===== config.mk =====
export PLATFORM = sky130hd
export DESIGN_NAME = mem_port_arbiter
export DESIGN_NICKNAME = d
export VERILOG_FILES = /design/src/rtl/mem_port_arbiter.sv
export SDC_FILE = /design/constraint.sdc
export NUM_CORES = 1
export LEC_CHECK = 0
export ABC_AREA = 1
export BUFFER_PORTS_ARGS = -buffer_cell sky130_fd_sc_hd__clkbuf_2
export CAP_MARGIN = 20
export CORE_AREA = 2 2 284 286
export CTS_CLUSTER_DIAMETER = 30
export DETAILED_ROUTE_END_ITERATION = 8
export DIE_AREA = 0 0 286 288
export GPL_TIMING_DRIVEN = 0
export HOLD_SLACK_MARGIN = 0.08
export PLACE_DENSITY_LB_ADDON = 0.15
export SETUP_SLACK_MARGIN = 0.1
export SKIP_CTS_REPAIR_TIMING = 1
export SYNTH_ARGS = -nofsm -noshare
export SYNTH_HDL_FRONTEND = slang
export SYNTH_SLANG_ARGS = --single-unit
export TNS_END_PERCENT = 5

===== constraint.sdc =====
create_clock -name clk -period 1.78 [get_ports clk]
set_clock_uncertainty 0.15 [all_clocks]
set_input_delay 0.267 -clock clk [delete_from_list [all_inputs] [get_ports clk]]
set_output_delay 0.267 -clock clk [all_outputs]
set_load 0.01 [all_outputs]

===== src/rtl/mem_port_arbiter.sv =====
// ---------------------------------------------------------------------------
// mem_port_arbiter
//   Shares the single line-wide memory port between the instruction cache
//   (fetch miss path) and the data cache (memory-stage miss / writeback).
//   One transaction in flight at a time; the returned line and the
//   completion pulse are steered back to whichever cache owns it.
//
// Configuration macro:
//   MEM_ARB_RR_EN  defined   : round-robin on ties (last-grant bit, reset=I)
//                  undefined : fixed priority, D beats I
//
// Ports:
//   clk, reset                   clock / synchronous active-high reset
//   flush                        fetch flush, kills a pending I response
//   reqI_mem, reqAddrI_mem       I-cache line read request + line address
//   reqD_mem, reqWrD_mem,
//   reqAddrD_mem, wdataD_mem     D-cache request (read or writeback)
//   instr_from_mem, read_ready_I I-side returned line + 1-cycle valid
//   data_from_mem, read_ready_D  D-side returned line + 1-cycle valid
//   written_data_ack_D           1-cycle writeback-complete pulse
//   mem_req/we/addr/wdata        memory request, held until mem_ready
//   mem_ready, mem_rdata         memory completion pulse + read line
//   mem_timeout                  sticky watchdog error
// ---------------------------------------------------------------------------
module mem_port_arbiter #(
    parameter int ADDR_W   = 26,
    parameter int LINE_W   = 128,
    parameter int MAX_WAIT = 255
) (
    input  logic              clk,
    input  logic              reset,
    input  logic              flush,
    input  logic              reqI_mem,
    input  logic [ADDR_W-1:0] reqAddrI_mem,
    input  logic              reqD_mem,
    input  logic              reqWrD_mem,
    input  logic [ADDR_W-1:0] reqAddrD_mem,
    input  logic [LINE_W-1:0] wdataD_mem,
    output logic [LINE_W-1:0] instr_from_mem,
    output logic              read_ready_I,
    output logic [LINE_W-1:0] data_from_mem,
    output logic              read_ready_D,
    output logic              written_data_ack_D,
    output logic              mem_req,
    output logic              mem_we,
    output logic [ADDR_W-1:0] mem_addr,
    output logic [LINE_W-1:0] mem_wdata,
    input  logic              mem_ready,
    input  logic [LINE_W-1:0] mem_rdata,
    output logic              mem_timeout
);

    localparam int CNT_W = $clog2(MAX_WAIT + 1);

    localparam logic [1:0] IDLE   = 2'd0;
    localparam logic [1:0] BUSY_I = 2'd1;
    localparam logic [1:0] BUSY_D = 2'd2;
    localparam logic [1:0] RESP   = 2'd3;

    logic [1:0]       r_state;
    logic [CNT_W-1:0] r_wait_cnt;
    logic             r_kill;
    logic             w_req_i;
    logic             w_pick_d;
    logic             w_wd_expire;

    // A flushed fetch request must not be granted in the flush cycle.
    assign w_req_i     = reqI_mem && !flush;
    assign w_wd_expire = (r_wait_cnt == CNT_W'(MAX_WAIT - 1));

`ifdef MEM_ARB_RR_EN
    // 1 = D was served last. On a tie, the side not served last wins.
    logic r_last_d;
    assign w_pick_d = reqD_mem && !(w_req_i && r_last_d);

    always_ff @(posedge clk) begin
        if (reset)
            r_last_d <= 1'b0;
        else if (mem_ready && r_state == BUSY_D)
            r_last_d <= 1'b1;
        else if (mem_ready && r_state == BUSY_I)
            r_last_d <= 1'b0;
    end
`else
    assign w_pick_d = reqD_mem;
`endif

    always_ff @(posedge clk) begin
        if (reset) begin
            r_state            <= IDLE;
            r_wait_cnt         <= '0;
            r_kill             <= 1'b0;
            instr_from_mem     <= '0;
            read_ready_I       <= 1'b0;
            data_from_mem      <= '0;
            read_ready_D       <= 1'b0;
            written_data_ack_D <= 1'b0;
            mem_req            <= 1'b0;
            mem_we             <= 1'b0;
            mem_addr           <= '0;
            mem_wdata          <= '0;
            mem_timeout        <= 1'b0;
        end else begin
            read_ready_I       <= 1'b0;
            read_ready_D       <= 1'b0;
            written_data_ack_D <= 1'b0;
            case (r_state)
                IDLE: begin
                    r_kill     <= 1'b0;
                    r_wait_cnt <= '0;
                    if (w_pick_d) begin
                        mem_req   <= 1'b1;
                        mem_we    <= reqWrD_mem;
                        mem_addr  <= reqAddrD_mem;
                        mem_wdata <= wdataD_mem;
                        r_state   <= BUSY_D;
                    end else if (w_req_i) begin
                        mem_req  <= 1'b1;
                        mem_we   <= 1'b0;
                        mem_addr <= reqAddrI_mem;
                        r_state  <= BUSY_I;
                    end
                end
                BUSY_I, BUSY_D: begin
                    if (r_state == BUSY_I && flush)
                        r_kill <= 1'b1;
                    if (mem_ready) begin
                        mem_req <= 1'b0;
                        r_state <= RESP;
                        if (r_state == BUSY_I) begin
                            instr_from_mem <= mem_rdata;
                            // flush in the same cycle as mem_ready also kills
                            read_ready_I   <= !(r_kill || flush);
                        end else if (mem_we) begin
                            written_data_ack_D <= 1'b1;
                        end else begin
                            data_from_mem <= mem_rdata;
                            read_ready_D  <= 1'b1;
                        end
                    end else if (w_wd_expire) begin
                        // Abandon the transaction silently; error stays sticky.
                        mem_timeout <= 1'b1;
                        mem_req     <= 1'b0;
                        r_state     <= IDLE;
                    end else begin
                        r_wait_cnt <= r_wait_cnt + 1'b1;
                    end
                end
                RESP: begin
                    // Requests ignored here so a requester dropping its
                    // request in the pulse cycle is not served twice.
                    r_kill  <= 1'b0;
                    r_state <= IDLE;
                end
                default: r_state <= IDLE;
            endcase
        end
    end

endmodule


; Word level (Yosys, flattened, before mapping)
; Cells that the tools add are included.
[totals]
in_bits = 315
word_cells = 68
register_bits = 427
output_inout_bits = 416
[op_classes]
eq_ne = 9
reduce_logical = 20
muxes = 21
bitwise_logic = 4
add_sub_neg = 1
[op_table]
columns = operator, count
row1 = 2-to-1 mux 26 bit, 2
row2 = 2-to-1 mux 8 bit, 2
row3 = one-hot mux 8 bit (2 select lines), 1
row4 = AND reduction 3 bit, 4
row5 = 2-to-1 mux 1 bit, 9
row6 = "adder 8 x 1 -> 8 bit, second input constant", 1
row7 = "equality test 8 bit, second input constant", 1
row8 = 2-to-1 mux 2 bit, 4
row9 = OR reduction 4 bit, 2
row10 = "!= test 2 bit, second input constant", 3
row11 = "!= test 3 bit, second input constant", 2
row12 = one-hot mux 2 bit (3 select lines), 1
row13 = AND reduction 2 bit, 3
row14 = "equality test 2 bit, second input constant", 2
row15 = inverter 1 bit, 4
row16 = one-hot mux 1 bit (2 select lines), 2
row17 = AND reduction 4 bit, 1
row18 = nonzero test 2 bit, 2
row19 = OR reduction 2 bit, 2
row20 = "equality test 2 x 1 -> 1 bit, second input constant", 1
row21 = logical AND 1 bit, 2
row22 = zero test 1 bit, 2
row23 = zero test 2 bit, 1
row24 = logical OR 1 bit, 1

; Longest topological paths before layout
; Gate-level depths: netlist of run 1.
[depth]
word_depth = 5
ltp_mapped = 10
depth_no_buf = 10

; Worst setup path after synthesis of run 1
; OpenSTA, ideal clock, no wires.
[synth_timing]
path_kind = reg2reg
start = reg r_state[0]
end = reg data_from_mem[107]
setup_time_ps = 116
arrival_ps = 1501
setup_slack_ps = 13
stages_incl_launch_ff = 10
required_ps = 1514
synth_period_minus_slack_ps = 1767
path_buffers = 2
path_cell_list = dfxtp_1 inv_1 ha_1 nand2_2 nor3_4 inv_2 buf_4 buf_6 nor2_1 nor2_1
[synth_via]
elab_chain_cells = 3
word_cells_on_any_way = 5
cone_classes = 2 x eq/ne / 1 x bitwise / 2 x reduce/logical
[synth_rtl]
columns = element, line
row1 = from (decl), 60  ; logic [1:0] r_state;
row2 = from (signal assigned), 90  ; r_state <= IDLE;
row3 = from (signal assigned), 116  ; r_state <= BUSY_D;
row4 = from (signal assigned), 121  ; r_state <= BUSY_I;
row5 = equality test 2 x 1 -> 1 bit / equality test 2 bit (equally long branches), "107, 130"
row6 = OR reduction 2 bit / inverter 1 bit (equally long branches), -
row7 = AND reduction 4 bit (no line) *, -
row8 = to (signal assigned), 137  ; data_from_mem <= mem_rdata;
row9 = to (decl), 41  ; output logic [LINE_W-1:0] data_from_mem,
; Mark *: on every way between the ends. The rest lies on a longest branch, timed or not.
; A chain may end at the register's enable or synchronous reset.

; Worst setup path after layout of run 1
[layout_timing]
start = reg r_state[0]
end = reg data_from_mem[33]
; Same word-level chain as after synthesis.

==> results.md, run 1 <==
- Fmax: 535 MHz
- CP Max Fanout: 7
- Crit path time final: 1870 ps
- Syn-to-layout area delta: 87.8%
- Clk pin slew, worst setup/hold paths: 40 ps
- Worst slew pin tran: 797 ps
- Cell count of the worst hold path: 8
- IO Pins: 731
- Initial antenna violation count: 7
- R2r setup slk: -90 ps
- Inserted Clock Buffers: 120
- Post-DRT Antenna Nets: 0
- CTS tree: built
- Synth top area share: 55.6%
- Detailed-route via count: 17900
- Fin util: 36.2%
- Number of vias per cell: 4.12
- Post-synthesis cell type count: 24
- Yosys reg bits: 427
- GRT overflow: 0
- GP Congestion: 0.911
- DP Cell Count: 3793
- Asr flop ratio synth: 0%
- Share of layout cells above drive strength 1: 35.3%
- PD cells: 1460 nW/µm²
- Die Height: 288 µm
- Final hold vios: 0
- Final Max Slew Viols: 0
- Hold EP: r_state[0]
- Crit end category: register
- Tcrit/Tclk final: 105%
- FP Rows: 104
- Post-route DRC: 0
- HPWL after DPL: 58700 µm
- Worst slew margin: 46.9%
- Wire per inst: 17.9 µm
- Initial Util: 19.3%
- CP startpoint kind: register
- Vias in the first global route: 16800
- Status: finished, violations left
- Largest net degree at the start of global routing: 19
- Largest area contributor in the netlist: dfxtp_1
- Clock sinks: 427
- Synth warnings: 0
- Core area: 79600 µm²
- Filler cell count: 8383
- Final hold slack: 76.9 ps
- Commonest register cell after synthesis: dfxtp_1
- CP Class: reg2reg
- Initial DRC count: 522
- PortBufs: 728
- Final #Nets: 3500
- Worst path arrival time: 2240 ps
- Unrepaired setup endpoints after global routing: true
- Sequential fraction of the synthesis area: 55.6%
- Leakage: 13.5 nW
- Synth Cell Area: 15400 µm²
- Critical Path RT: 2150 ps
- RR Endpoint: data_from_mem[33]
- Worst-Skew Late Latency: 650 ps
- Syn Area/Cell: 7.67 µm²
- Failing checks: setup timing
- Post-synthesis cell count: 2005
- Max Buffers Root-to-Sink: 3
- Tot Pwr: 42.2 mW
- Die area: 82400 µm²
- R2R Path Start: r_state[0]
- Max-Cap Viols: 0
- Final setup margin: -90.6 ps
- # H-tree levels: 3
- Die W: 286 µm
- Post-Layout Cell Count: 4350
- Total wire length: 78000 µm
- FF-to-FF path depth: 10
- Final setup vio count: 118
- Hold Startpoint: reqI_mem
- Clock Root Buffer: clkbuf_16
- Pre-antenna DRT Iters: 7
- Top cells by area, synth: dfxtp_1, nor2_1, o21ai_0
- Syn_nets: 2327
- Worst hold path type: in2reg
- VDD IR-drop max: 811 µV
- GRT Total Usage: 17.3%
- Pre-CTS setup slack: -948 ps
- First-pass GRT wire length: 107000 µm
- Post-synth EDFFs: 0
## worst max path at each step
stage / start / end / slack (ps) / cells past startpoint
detailed placement: r_state[1] / instr_from_mem[5] / -950 / 7
finish: r_state[0] / data_from_mem[33] / -90 / 10
global placement: r_state[1] / instr_from_mem[5] / -910 / 7
global route: r_state[0] / data_from_mem[69] / -180 / 10
floorplan: r_state[0] / data_from_mem[100] / 90 / 9
CTS: r_state[1] / instr_from_mem[5] / -1000 / 7
## layout make-up
cell class / instances / area, µm² / area share (%)
well taps: 1060 / 1330 / 4.60
clock buffers: 161 / 3430 / 11.9
repair buffers: 1051 / 6960 / 24.1
diodes: 7 / 17.5 / 0.0607
clock inverters: 66 / 1010 / 3.51
plain buffers: 140 / 1140 / 3.94
flip-flops and latches: 427 / 8560 / 29.7
inverters: 51 / 204 / 0.707
multi-input cells: 1387 / 6210 / 21.5
## through the flow
stage | setup TNS [ps] | area (µm²)
after global routing | -19400 | 28900
after floorplan | 0 | 15400
final | -6320 | 28900
after detailed placement | -137720 | 20400
after global placement | -129560 | 20400
after CTS | -114260 | 24800
## state kept, by name (all words and copies together) (netlist names)
register            cells
data_from_mem         128
instr_from_mem        128
mem_wdata             128
mem_addr               26
r_wait_cnt              8
r_state                 2
mem_req                 1
mem_timeout             1
mem_we                  1
r_kill                  1
read_ready_D            1
read_ready_I            1
written_data_ack_D      1
## worst max-delay path, cell delays in order, from the launching register on
cell       delay [ps]
dfxtp_4           370
inv_4              40
ha_4              280
nand2_4            50
nor3_4            150
buf_12            160
inv_8              50
clkbuf_16         180
buf_8             150
nor2_2             80
nor2_1             50
## synthesized netlist by cell type (2+ instances only)
| cell type | count |
|---|---|
| nor2_1 | 838 |
| nand3b_1 | 2 |
| inv_2 | 4 |
| a21oi_1 | 10 |
| nand3_1 | 7 |
| nand2_2 | 3 |
| or2_2 | 2 |
| o21ai_1 | 29 |
| nand2_1 | 69 |
| ha_1 | 7 |
| nor2_2 | 2 |
| clkbuf_1 | 72 |
| buf_4 | 3 |
| nand4_1 | 2 |
| inv_1 | 47 |
| buf_6 | 19 |
| dfxtp_1 | 427 |
| o21ai_0 | 412 |
| buf_2 | 45 |
## where the power goes
group          total, mW  internal, mW  switching [mW]
clock network       23.0          16.4            6.59
logic               7.54          3.13            4.41
registers           11.7          10.9           0.730
## per-layer routing
layer  vias up  GRT usage (%)  share of wire (%)
li1       8819              -                  -
met1      8207           18.1                 38
met2       722           30.3                 50
met3       153           7.52                9.0
met4         4           7.42                3.0
met5         -              0              0.035
## cell usage in the layout, fill, tap and decap left out, types with 2 or more instances in the layout
| cell type | count |
|---|---|
| clkbuf_2 | 728 |
| o21ai_1 | 67 |
| inv_2 | 6 |
| clkbuf_4 | 22 |
| or2_2 | 2 |
| clkinv_2 | 25 |
| ha_1 | 6 |
| buf_2 | 11 |
| nand3b_1 | 2 |
| nand2_2 | 5 |
| inv_4 | 2 |
| nand2_4 | 2 |
| clkinv_4 | 6 |
| dfxtp_1 | 421 |
| clkbuf_16 | 126 |
| inv_1 | 42 |
| dfxtp_2 | 4 |
| nand3_1 | 7 |
| diode_2 | 7 |
| clkinvlp_4 | 9 |
| o21ai_0 | 372 |
| a21oi_1 | 10 |
| buf_4 | 18 |
| buf_8 | 8 |
| nand2_1 | 65 |
| nor2_4 | 13 |
| clkbuf_8 | 23 |
| o21ai_2 | 2 |
| clkinv_16 | 4 |
| bufinv_16 | 21 |
| dlygate4sd3_1 | 314 |
| nor2_1 | 752 |
| nand4_1 | 2 |
| dfxtp_4 | 2 |
| buf_6 | 27 |
| clkbuf_1 | 62 |
| buf_12 | 13 |
| nor2_2 | 75 |
## cells by family (layout without fill, tap and decap cells)
group | Yosys count | count (layout) | share of synthesized area, %
DFF | 427 | 427 | 55.6
buffers and inverters | 191 | 1469 | 6.06
adders and majority gates | 7 | 7 | 0.570
and+or+nand+nor | 928 | 928 | 23.0
other | 0 | 7 | 0
AOI/OAI and AO/OA | 452 | 452 | 14.7
Note: power is estimated with default switching activity, not from simulation.
==> run 2: changes to the inputs <==
--- a/config.mk
+++ b/config.mk
@@ -6,7 +6,7 @@
 export NUM_CORES = 1
 export LEC_CHECK = 0
 export ABC_AREA = 1
-export BUFFER_PORTS_ARGS = -buffer_cell sky130_fd_sc_hd__clkbuf_2
+export BUFFER_PORTS_ARGS = -buffer_cell sky130_fd_sc_hd__buf_2
 export CAP_MARGIN = 20
 export CORE_AREA = 2 2 284 286
 export CTS_CLUSTER_DIAMETER = 30
==> run 2 against run 1 <==
The flow finishes with violations (hold timing, setup timing). Non-clock buffer count is 1 lower. Worst hold slack worse by 150 ps. Wire length is 0.87% lower. Via count is 0.70% lower. Highest routed layer unchanged. Final area is 2.0% lower. Combinational power is 0.5% lower. Sequential share of layout area is 0.60 points higher. Setup slack worse by 6.3 ps.
==> results.md, run 2 (synthesis results as in run 1) <==
- Final #Nets: 3492 (-0.23%)
- Max incr delay on CP: 360 ps (about the same)
- Failing checks: hold timing, setup timing
- Hold Startpoint: mem_ready
- CP Cell Sequence: inv_2 -> ha_4 -> nand2_4 -> nor3_4 -> buf_12 -> inv_6 -> clkbuf_16 -> buf_12 -> nor2_2 -> nor2_1
- First-pass GRT wire length: 107000 µm (+0.41%)
- Initial Util: 19.3% (unchanged)
- Clk pin slew, worst setup/hold paths: 40 ps (about the same)
- Critical Path RT: 2150 ps (about the same)
- FP Rows: 104 (unchanged)
- Final hold vios: 3 (+3)
- CP startpoint: r_state[0]
- Leakage: 13.4 nW (-0.30%)
- Worst slew margin: 37.2% (-9.7 points)
- Regs by FF count: data_from_mem: 128 flops, instr_from_mem: 128 flops, mem_wdata: 128 flops
- CTS tree: built
- Syn-to-layout area delta: 84.1%
- Final setup margin: -96.9 ps (-6.30 ps)
- Fmax: 533 MHz (-0.34%)
- PortBufs: 728 (unchanged)
- Layer with the highest usage: met2
- GRT Total Usage: 17.4% (+0.098 points)
- Pre-antenna DRT Iters: 5 (-2)
- Detailed-route via count: 17800 (-0.70%)
- Clock Root Buffer: clkbuf_16
- Core area: 79600 µm² (unchanged)
- IO Pins: 731 (unchanged)
- GRT overflow: 0 (unchanged)
- Final hold slack: -73.3 ps (-150 ps)
- Crit end category: register
- Grt met2 use: 31.4% (+1.1 points)
- Worst hold path type: in2reg
- CP dominant cell by count: buf_12
- Crit path time final: 1880 ps (+6.30 ps)
- R2R Path Start: r_state[0]
- GP Congestion: 0.915 (+0.51%)
- Inserted Clock Buffers: 113 (-5.8%)
- # H-tree levels: 3 (unchanged)
- Total wire length: 77300 µm (-0.87%)
- Top cell family by delay on the critical path: buffers and inverters
- Worst slew pin tran: 942 ps (+145 ps)
- Tcrit/Tclk final: 105% (+0.35 points)
- Final Max Slew Viols: 0 (unchanged)
- Worst path arrival time: 2250 ps (about the same)
- Met3 global-route usage: 8.18% (+0.66 points)
- PD cells: 1410 nW/µm² (-3.7%)
- Slowest-stage cell, CP: dfxtp_4
- CP bufs+invs: 5 (unchanged)
- Die Height: 288 µm (unchanged)
- CP startpoint kind: register
- Die W: 286 µm (unchanged)
- Largest net degree at the start of global routing: 18 (-1)
- DP Cell Count: 3793 (unchanged)
- Share of layout cells above drive strength 1: 34.8% (-0.52 points)
- Post-Layout Cell Count: 4334 (-0.37%)
- Commonest non-fill, non-tap cell in the layout: nor2_1
- Max Buffers Root-to-Sink: 3 (unchanged)
- R2r setup slk: -100 ps (about the same)
- Hold EP: mem_timeout
- Wire per inst: 17.8 µm (-0.50%)
- GR Util met1: 17.6% (-0.40 points)
- Post-DRT Antenna Nets: 0 (unchanged)
- Number of vias per cell: 4.10 (-0.33%)
- HPWL after DPL: 58800 µm (+0.19%)
- Most frequent cells in the layout: nor2_1, buf_2, dfxtp_1
- Initial DRC count: 526 (+0.77%)
- Worst-Skew Late Latency: 640 ps (about the same)
- FF-to-FF path depth: 10 (unchanged)
- VDD IR-drop max: 707 µV (-13%)
- Status: finished, violations left
- Max-Cap Viols: 0 (unchanged)
- Post-route DRC: 0 (unchanged)
- Final setup vio count: 120 (+1.7%)
- Die area: 82400 µm² (unchanged)
- Initial antenna violation count: 5 (-2)
- Cell count of the worst hold path: 3 (-5)
- Clock sinks: 427 (unchanged)
- CP Class: reg2reg
- Vias in the first global route: 16900 (+0.46%)
- CP Max Fanout: 10 (+3)
- Unrepaired setup endpoints after global routing: true
- RR Endpoint: data_from_mem[46]
- Filler cell count: 8507 (+1.5%)
==> run 2: cell types whose count changed in the layout (fill, tap and decap cells not counted), moves of 7 or more <==
cell,before,now
bufinv_16,21,14
nor2_1,752,765
clkbuf_16,126,116
nor2_2,75,64
clkinv_2,25,37
buf_4,18,25
buf_2,11,734
o21ai_1,67,55
clkbuf_4,22,14
clkbuf_2,728,7
==> run 2: power breakdown <==
group	leakage, nW	switching, mW	internal [mW]
sequential	3.50	0.679	10.9
combinational	7.98	4.39	3.11
clock	1.95	6.38	14.4
==> run 2: layer usage <==
layer,wire length [µm],up-vias
met4,2260,6
met2,38400,654
met3,7110,148
met5,38,-
met1,29500,8168
li1,-,8804
==> run 2: how the worst max path moves through the flow <==
stage                                    end  slack, ps  cells past startpoint
after floorplan           data_from_mem[100]         90                      9
after global placement     instr_from_mem[5]       -890                      7
after detailed placement   instr_from_mem[5]       -880                      7
after CTS                  instr_from_mem[5]       -930                      7
after global routing       data_from_mem[38]       -180                     10
final                      data_from_mem[46]       -100                     10
==> run 2: tightest hold or removal path, cell delays in order <==
cell and delay, ps:
buf_2 150, nor3_1 80, o21a_1 160
==> run 2: area by class of cell <==
cell class                      count  area [µm²]  area share, %
Antenna cell                        5        12.5         0.0442
Clock inverter                     70         851           3.01
Sequential cell                   427        8560           30.3
Tap cell                         1060        1330           4.69
Clock buffer                      144        3140           11.1
Inverter                           51         199          0.703
Buffer                            140        1100           3.87
Timing Repair Buffer             1050        6910           24.4
Multi-Input combinational cell   1387        6200           21.9
==> run 2: per-stage QoR <==
step / TNS [ps] / worst slack, ps / utilization (%) / area [µm²] / power, mW
2_1_floorplan: 0 / 94.3 / - / 15400 / 14.9
3_3_place_gp: -130030 / -886 / 25.6 / 20400 / 18.1
3_5_place_dp: -137630 / -883 / 25.6 / 20400 / 18.2
4_1_cts: -108090 / -931 / 30.6 / 24300 / 39.2
5_1_grt: -19820 / -182 / 35.5 / 28300 / 41.8
6_report: -5960 / -96.9 / 35.5 / 28300 / 39.9
